==> src/rtl/axi_mem_read_responder.sv <==
// AXI4 read-channel responder: serves AR/R bursts from a synchronous memory read port
// through a 2-entry output buffer that absorbs memory latency and RREADY backpressure.
module axi_mem_read_responder #(
  parameter int ID_WIDTH   = 4,
  parameter int DATA_WIDTH = 32,
  parameter int ADDR_WIDTH = 32,
  parameter int DEPTH      = 10
) (
  input  logic                  ACLK,
  input  logic                  ARESETn,
  input  logic [ID_WIDTH-1:0]   ARID,
  input  logic [ADDR_WIDTH-1:0] ARADDR,
  input  logic [7:0]            ARLEN,
  input  logic [2:0]            ARSIZE,
  input  logic [1:0]            ARBURST,
  input  logic                  ARVALID,
  output logic                  ARREADY,
  output logic [ID_WIDTH-1:0]   RID,
  output logic [DATA_WIDTH-1:0] RDATA,
  output logic [1:0]            RRESP,
  output logic                  RLAST,
  output logic                  RVALID,
  input  logic                  RREADY,
  output logic                  MEM_REN,
  output logic [DEPTH-1:0]      MEM_RADDR,
  input  logic [DATA_WIDTH-1:0] MEM_DOUT
);

  localparam int B = $clog2(DATA_WIDTH / 8);
  localparam logic [2:0] SIZE_B = 3'(B);

  typedef enum logic {S_IDLE, S_BURST} state_t;

  state_t                r_state, w_state_next;
  logic                  r_arready, w_arready_next;
  logic [ID_WIDTH-1:0]   r_id;
  logic [DEPTH-1:0]      r_addr, w_addr_next, w_mask;
  logic [7:0]            r_len;
  logic [1:0]            r_burst;
  logic                  r_err;
  logic [8:0]            r_left;
  logic                  r_inflight, r_inflight_last;
  logic [1:0]            r_count;
  logic                  r_head, r_tail;
  logic [DATA_WIDTH-1:0] r_buf_data [2];
  logic [1:0]            r_buf_resp [2];
  logic                  r_buf_last [2];

  logic                  w_ar_hs, w_ar_err, w_wrap_len_ok;
  logic                  w_pop, w_push, w_issue;
  logic [2:0]            w_occ;
  logic [DATA_WIDTH-1:0] w_push_data;
  logic [1:0]            w_push_resp;
  logic                  w_unused;

  assign w_ar_hs       = r_arready & ARVALID;
  assign w_wrap_len_ok = (ARLEN == 8'd1) | (ARLEN == 8'd3) | (ARLEN == 8'd7) | (ARLEN == 8'd15);
  assign w_ar_err      = (ARSIZE != SIZE_B) | (ARBURST == 2'b11) |
                         ((ARBURST == 2'b10) & ~w_wrap_len_ok);

  // Slots committed = buffered beats plus the read whose data lands next edge.
  assign w_pop   = (r_count != 2'd0) & RREADY;
  assign w_push  = r_inflight;
  assign w_occ   = {1'b0, r_count} + {2'b00, r_inflight} - {2'b00, w_pop};
  assign w_issue = (r_state == S_BURST) & (r_left != 9'd0) & (w_occ < 3'd2);

  assign w_mask = DEPTH'(r_len);
  always_comb begin
    w_addr_next = r_addr;
    case (r_burst)
      2'b00:   w_addr_next = r_addr;
      2'b10:   w_addr_next = (r_addr & ~w_mask) | ((r_addr + DEPTH'(1)) & w_mask);
      default: w_addr_next = r_addr + DEPTH'(1);
    endcase
  end

  always_comb begin
    w_state_next   = r_state;
    w_arready_next = r_arready;
    case (r_state)
      S_IDLE: begin
        w_arready_next = 1'b1;
        if (w_ar_hs) begin
          w_state_next   = S_BURST;
          w_arready_next = 1'b0;
        end
      end
      S_BURST: begin
        w_arready_next = 1'b0;
        if (w_pop && r_buf_last[r_head]) begin
          w_state_next   = S_IDLE;
          w_arready_next = 1'b1;
        end
      end
      default: begin
        w_state_next   = S_IDLE;
        w_arready_next = 1'b0;
      end
    endcase
  end

  always_ff @(posedge ACLK or negedge ARESETn) begin
    if (!ARESETn) begin
      r_state   <= S_IDLE;
      r_arready <= 1'b0;
    end else begin
      r_state   <= w_state_next;
      r_arready <= w_arready_next;
    end
  end

  always_ff @(posedge ACLK or negedge ARESETn) begin
    if (!ARESETn) begin
      r_id            <= '0;
      r_addr          <= '0;
      r_len           <= '0;
      r_burst         <= '0;
      r_err           <= 1'b0;
      r_left          <= '0;
      r_inflight      <= 1'b0;
      r_inflight_last <= 1'b0;
    end else begin
      if (w_ar_hs) begin
        r_id    <= ARID;
        r_addr  <= ARADDR[DEPTH+B-1:B];
        r_len   <= ARLEN;
        r_burst <= ARBURST;
        r_err   <= w_ar_err;
        r_left  <= {1'b0, ARLEN} + 9'd1;
      end else if (w_issue) begin
        r_left <= r_left - 9'd1;
        r_addr <= w_addr_next;
      end
      r_inflight      <= w_issue;
      r_inflight_last <= w_issue & (r_left == 9'd1);
    end
  end

  // Error bursts flow through the same slot accounting, just with no memory access.
  assign w_push_data = r_err ? '0 : MEM_DOUT;
  assign w_push_resp = r_err ? 2'b10 : 2'b00;

  generate
    for (genvar gi = 0; gi < 2; gi++) begin : g_buf
      always_ff @(posedge ACLK or negedge ARESETn) begin
        if (!ARESETn) begin
          r_buf_data[gi] <= '0;
          r_buf_resp[gi] <= '0;
          r_buf_last[gi] <= 1'b0;
        end else if (w_push && (r_tail == 1'(gi))) begin
          r_buf_data[gi] <= w_push_data;
          r_buf_resp[gi] <= w_push_resp;
          r_buf_last[gi] <= r_inflight_last;
        end
      end
    end
  endgenerate

  always_ff @(posedge ACLK or negedge ARESETn) begin
    if (!ARESETn) begin
      r_count <= '0;
      r_head  <= 1'b0;
      r_tail  <= 1'b0;
    end else begin
      r_count <= r_count + {1'b0, w_push} - {1'b0, w_pop};
      if (w_push) r_tail <= ~r_tail;
      if (w_pop)  r_head <= ~r_head;
    end
  end

  assign ARREADY   = r_arready;
  assign RID       = r_id;
  assign RDATA     = r_buf_data[r_head];
  assign RRESP     = r_buf_resp[r_head];
  assign RLAST     = r_buf_last[r_head];
  assign RVALID    = (r_count != 2'd0);
  assign MEM_REN   = w_issue & ~r_err;
  assign MEM_RADDR = r_addr;

  // Upper address bits alias by design; wide ARLEN bits only matter for WRAP masks.
  assign w_unused = ^{ARADDR, r_len};

endmodule

==> config.mk <==
export PLATFORM = sky130hd
export DESIGN_NAME = axi_mem_read_responder
export DESIGN_NICKNAME = d
export VERILOG_FILES = /design/src/rtl/axi_mem_read_responder.sv
export SDC_FILE = /design/constraint.sdc
export NUM_CORES = 1
export LEC_CHECK = 0
export BUFFER_PORTS_ARGS = -buffer_cell sky130_fd_sc_hd__buf_4
export CORE_UTILIZATION = 33
export CTS_CLUSTER_SIZE = 20
export DETAILED_ROUTE_END_ITERATION = 10
export PLACE_DENSITY = 0.59
export SYNTH_ARGS = -nofsm -noshare
export SYNTH_HDL_FRONTEND = slang
export SYNTH_SLANG_ARGS = --single-unit
==> constraint.sdc <==
create_clock -name ACLK -period 7.1 [get_ports ACLK]
set_input_delay 1.065 -clock ACLK [delete_from_list [all_inputs] [get_ports ACLK]]
set_output_delay 1.065 -clock ACLK [all_outputs]
set_load 0.02 [all_outputs]
### Word-level counts from Yosys, hierarchy flattened

Cells that the tools add are included.

| word-level totals | value |
|---|---|
| flip-flop bits (word level) | 112 |
| latch bits | 0 |
| memory bits (writable) | 0 |
| memory bits (read-only) | 0 |
| bits of input ports | 85 |
| output and inout port bits | 52 |
| logic and storage cells | 90 |
| memories | 0 |

| cells by class | value |
|---|---|
| add/subtract/negate cells | 7 |
| multiply operators | 0 |
| divide/modulo/power cells | 0 |
| magnitude comparators | 2 |
| eq/ne operators | 10 |
| shifts and indexed selects | 0 |
| multiplexer cells | 22 |
| bitwise operators | 22 |
| reductions and logical operators | 8 |

Operators with widths:

| operator | number |
|---|---|
| $mux 32 | 4 |
| $mux 10 | 2 |
| $pmux 10 s2 | 1 |
| $mux 9 | 2 |
| $add 10x1->10 const B | 1 |
| $and 10x10->10 | 1 |
| $and 10x8->10 | 1 |
| $not 8->10 | 1 |
| $or 10x10->10 | 1 |
| $add 8x1->9 const B | 1 |
| $eq 9x1->1 const B | 1 |
| $reduce_bool 9->1 | 1 |
| $sub 9x1->9 const B | 1 |
| $eq 8x1->1 const B | 1 |
| $eq 8x2->1 const B | 1 |
| $eq 8x3->1 const B | 1 |
| $eq 8x4->1 const B | 1 |
| $mux 2 | 4 |
| $and 1x1->1 | 7 |
| $mux 1 | 7 |
| $eq 2x2->1 const B | 3 |
| $not 1->1 | 5 |
| $or 1x1->1 | 5 |
| $pmux 1 s2 | 2 |
| 13 further kinds | 16 |

### Depth between registers and ports, before layout

| depth | value |
|---|---|
| depth in word-level cells | 7 |
| mapped depth | 13 |
| depth with buffers taken out | 12 |

### Worst setup path before layout

No wires, ideal clock.

| timing | value |
|---|---|
| path kind | in2out |
| start point | input RREADY |
| end point | output MEM_REN |
| data arrival time | 2.976 ns |
| required time | 6.035 ns |
| path slack | 3.059 ns |
| stages | 10 |
| path buffers | 1 |
| cell sequence | and2_1 > ha_1 > inv_1 > ha_1 > fa_1 > xnor2_1 > nor3b_2 > buf_6 > nand2_1 > nor2_1 |

| between the ends | value |
|---|---|
| cells in the longest elaborated chain, start to end | 5 |

RTL lines:

| item | RTL line | RTL |
|---|---|---|
| start, declared | 23 | `input logic RREADY,` |
| $and 1x1->1 | 62 | `assign w_pop = (r_count != 2'd0) & RREADY;` |
| $sub 3x1->3 | 64 | `assign w_occ = {1'b0, r_count} + {2'b00, r_inflight} - {2'b00, w_pop};` |
| $lt 3x2->1 | 65 | `assign w_issue = (r_state == S_BURST) & (r_left != 9'd0) & (w_occ < 3'd2);` |
| $and 1x1->1 | 65 |  |
| $and 1x1->1 | 177 | `assign MEM_REN = w_issue & ~r_err;` |
| end, declared | 24 | `output logic MEM_REN,` |

Every way passes these cells.

### Worst setup path in the final report

| timing | value |
|---|---|
| start point | input RREADY |
| end point | output MEM_REN |

| between the ends | value |
|---|---|
| cells in the longest elaborated chain, start to end | 5 |

RTL lines:

| item | RTL line | RTL |
|---|---|---|
| $and 1x1->1 | 62 |  |
| via w_pop | 50 | `logic w_pop, w_push, w_issue;` |
| $sub 3x1->3 | 64 |  |
| $lt 3x2->1 | 65 |  |
| $and 1x1->1 | 65 |  |
| $and 1x1->1 | 177 |  |

The timed path passes the listed nets, and every way through them passes these cells.

==> reports/qor.yml <==
slew_headroom_pct: 22.2
fp-row-count: 46
synth_seq_cells: 110
path_buf_inv: 3
r2r_start: "r_count[1]$_DFF_PN0_"
r2r_cells: 11
start_util_pct: 33.8
layout-drive-gt1-share_pct: 29.4
postRouteAntennaNets: 0
holdWs_ns: 0.478
fin_nets: 736
grt_pass1_wl_um: 20400
drv_slew: 0
cts_tree: "done"
antenna_cells: 0
synthFlopType: "dfrtp_1"
die_height_um: 129
status: "finished, final reports clean"
wl_per_cell_um: 14.4
drc: 0
dpl.hpwl_um: 8400
insertion_delay_ns: 0.35
viasPerCell: 4.80
crit_family: "simple AND/OR/NAND/NOR gates"
setup_viol: 0
wirelength_um: 12400
synth_commonest_cells: "122 x nand2_1, 110 x dfrtp_1, 78 x o21ai_0"
drt_pass1_iterations: 6
synth_area_leaders: "dfrtp_1 51%, nand2_1 8.6%, mux2_2 8.2%, o21ai_0 7.3%, nand2b_1 4.1%"
cp_max_fo: 12
vias: 4141
cts-root-buf: "clkbuf_16"
yosysSeqAreaShare_pct: 51.5
cts_hold_buf: 0
reg2reg_slack_ns: 3.63
synth_warnings: 0
crit_type: "in -> out"
cp_cell_sequence: "buf_4 > and2_1 > ha_1 > inv_1 > ha_1 > fa_1 > xnor2_1 > nor3b_2 > nand2_1 > nor2_1 > buf_4"
yosysUniqueCellTypes: 45
grt_use_total_pct: 15.6
syn_avg_cell_area_um2: 9.84
synth_top_area_cell: "dfrtp_1"
crit_path_end_kind: "primary output"
clkSlewWorstSetupHoldPaths_ns: 0.07
grt_max_degree: 73
cp.required_ns: 6.03
syn-cell-area_um2: 5350
core_area_um2: 15800
antenna_found_initial: 0
power.net_switching_mw: 1.13
power_frac_clock_pct: 18.3
hold_start: "r_buf_data[5]$_DFFE_PN0P_"
pin_count: 137
crit_arrival_ns: 3.51
numCtsBuffers: 9
p_per_area_nw_per_um2: 427
synth_most_common_cell: "nand2_1"
p_sw_share_pct: 39.4
max-clock-path-buffers: 2
cts_resized: 0
die_w_um: 129
setup_slack_ns: 2.52
max_freq_ghz: 0.218
grt_overflow: 0
drt_iter0_drc: 263
hold_end: "r_buf_data[5]$_DFFE_PN0P_"
cts_num_sinks: 110
cp-start-kind: "primary input"
syn_nets: 637
min_path_type: "reg -> reg"
p_leak_nw: 3.11
setup-tns-final_ns: 0
place_congestion: 0.779
synthArstFlopShare_pct: 100
preCtsSetupSlack_ns: 2.51
cp_slowest_cell: "nor3b_2"
yosysTopAreaCellShare_pct: 51.5
cpPeakStageDelay_ns: 0.62
fill_cells: 1559
final_util_pct: 42.3
finalCriticalPeriod_ns: 4.58
whs_path_depth: 2
peakVddDrop_mv: 0.176
period_share_pct: 64.5
port_buffers: 113
seqPwrFrac_pct: 38.0
tightest_slew_ns: 1.17
synth-edff-count: 0
worst_clock_skew_ns: 0.00629
grt_pass1_vias: 4165
area_growth_pct: 25.1
synthCells: 543
post-cts-setup-buffers: 0
max_cap_violations: 0
p_int_mw: 1.73
finalHoldViolCount: 0
htree_levels: 3
die-area_um2: 16700
comb_power_share_pct: 43.7
rsz0062_at_grt: "no"
-- state kept, by name, indices dropped and copies added, names as in the netlist, 2 cells and up, named ones only --
signal / cells
MEM_RADDR: 3
r_len: 8
r_count: 2
r_buf_data: 64
r_left: 9
r_burst: 2
r_buf_last: 2
RID: 4
r_buf_resp: 2
-- stage by stage --
stage	power [mW]	area, um^2	instances
after detailed placement	2.36	6380	847
after global routing	3.07	6690	863
final	2.85	6690	863
after global placement	2.31	6380	847
after floorplan	1.91	5350	543
after CTS	2.90	6690	863
-- worst max-delay path by stage --
stage               slack [ns]   start  endpoint  depth (start not counted)
CTS                       2.50  RREADY   MEM_REN                         11
global placement          2.56  RREADY   MEM_REN                         11
floorplan                 3.06  RREADY   MEM_REN                         10
finish                    2.52  RREADY   MEM_REN                         11
detailed placement        2.51  RREADY   MEM_REN                         11
global route              2.38  RREADY   MEM_REN                         11
-- routing by layer --
| layer | vias up | track usage, % | wire [um] |
|---|---|---|---|
| li1 | 2040 | - | - |
| met4 | 0 | 4.57 | 148 |
| met1 | 1999 | 20.5 | 5790 |
| met2 | 92 | 26.0 | 5920 |
| met3 | 10 | 3.30 | 566 |
| met5 | - | 0 | 0 |
-- power by group through the flow --
| stage | logic [mW] | registers (mW) | clock network [mW] |
|---|---|---|---|
| 2_1_floorplan | 0.821 | 1.09 | 0 |
| 3_3_place_gp | 1.23 | 1.08 | 0 |
| 3_5_place_dp | 1.26 | 1.10 | 0 |
| 4_1_cts | 1.27 | 1.09 | 0.543 |
| 5_1_grt | 1.39 | 1.12 | 0.564 |
| 6_report | 1.25 | 1.09 | 0.522 |
-- cells by family after synthesis --
family	synth area share [%]
AOI/OAI and AO/OA	11.2
xor gates and xnor gates	3.44
adders and majority gates	2.25
buffers and inverters	2.97
DFF	51.5
muxes	9.64
other	0.0702
and+or+nand+nor	18.9
-- cell type report --
cell class / count / area [um^2] / area share, %
repair buffers: 118 / 886 / 13.2
flip-flops and latches: 110 / 2750 / 41.2
clock inverters: 7 / 81.3 / 1.22
multi-input cells: 394 / 2440 / 36.5
inverters: 9 / 33.8 / 0.505
well taps: 216 / 270 / 4.04
clock buffers: 9 / 225 / 3.37
-- worst reg2reg max path, stage by stage, from the launching register on --
cell and delay (ns):
dfrtp_1 0.42, or2_2 0.32, and2_1 0.20, ha_1 0.28
inv_1 0.04, ha_1 0.18, fa_1 0.39, xnor2_1 0.16
nor3b_2 0.63, a31o_4 0.36, o21ai_2 0.08, mux2_1 0.32
-- placed cells by master, fill, tap and decap left out, drive strengths merged, types with 2 or more instances in the layout --
cell type  netlist  final
nand2          122    122
buf              7    118
dfrtp          110    110
o21ai           84     84
mux2            44     44
nand2b          35     35
nor2            17     17
xor2            12     12
inv              9     12
a21oi           10     10
xnor2            9      9
clkbuf          23      9
nand3            8      8
nand4            8      8
ha               8      8
and2             3      3
or3              3      3
and3             3      3
a31oi            3      3
nand4b           3      3
clkinv           0      3
or2              2      2
mux2i            2      2
o211ai           2      2
nor4             2      2
a31o             2      2
(Power assumes the default switching activity.)
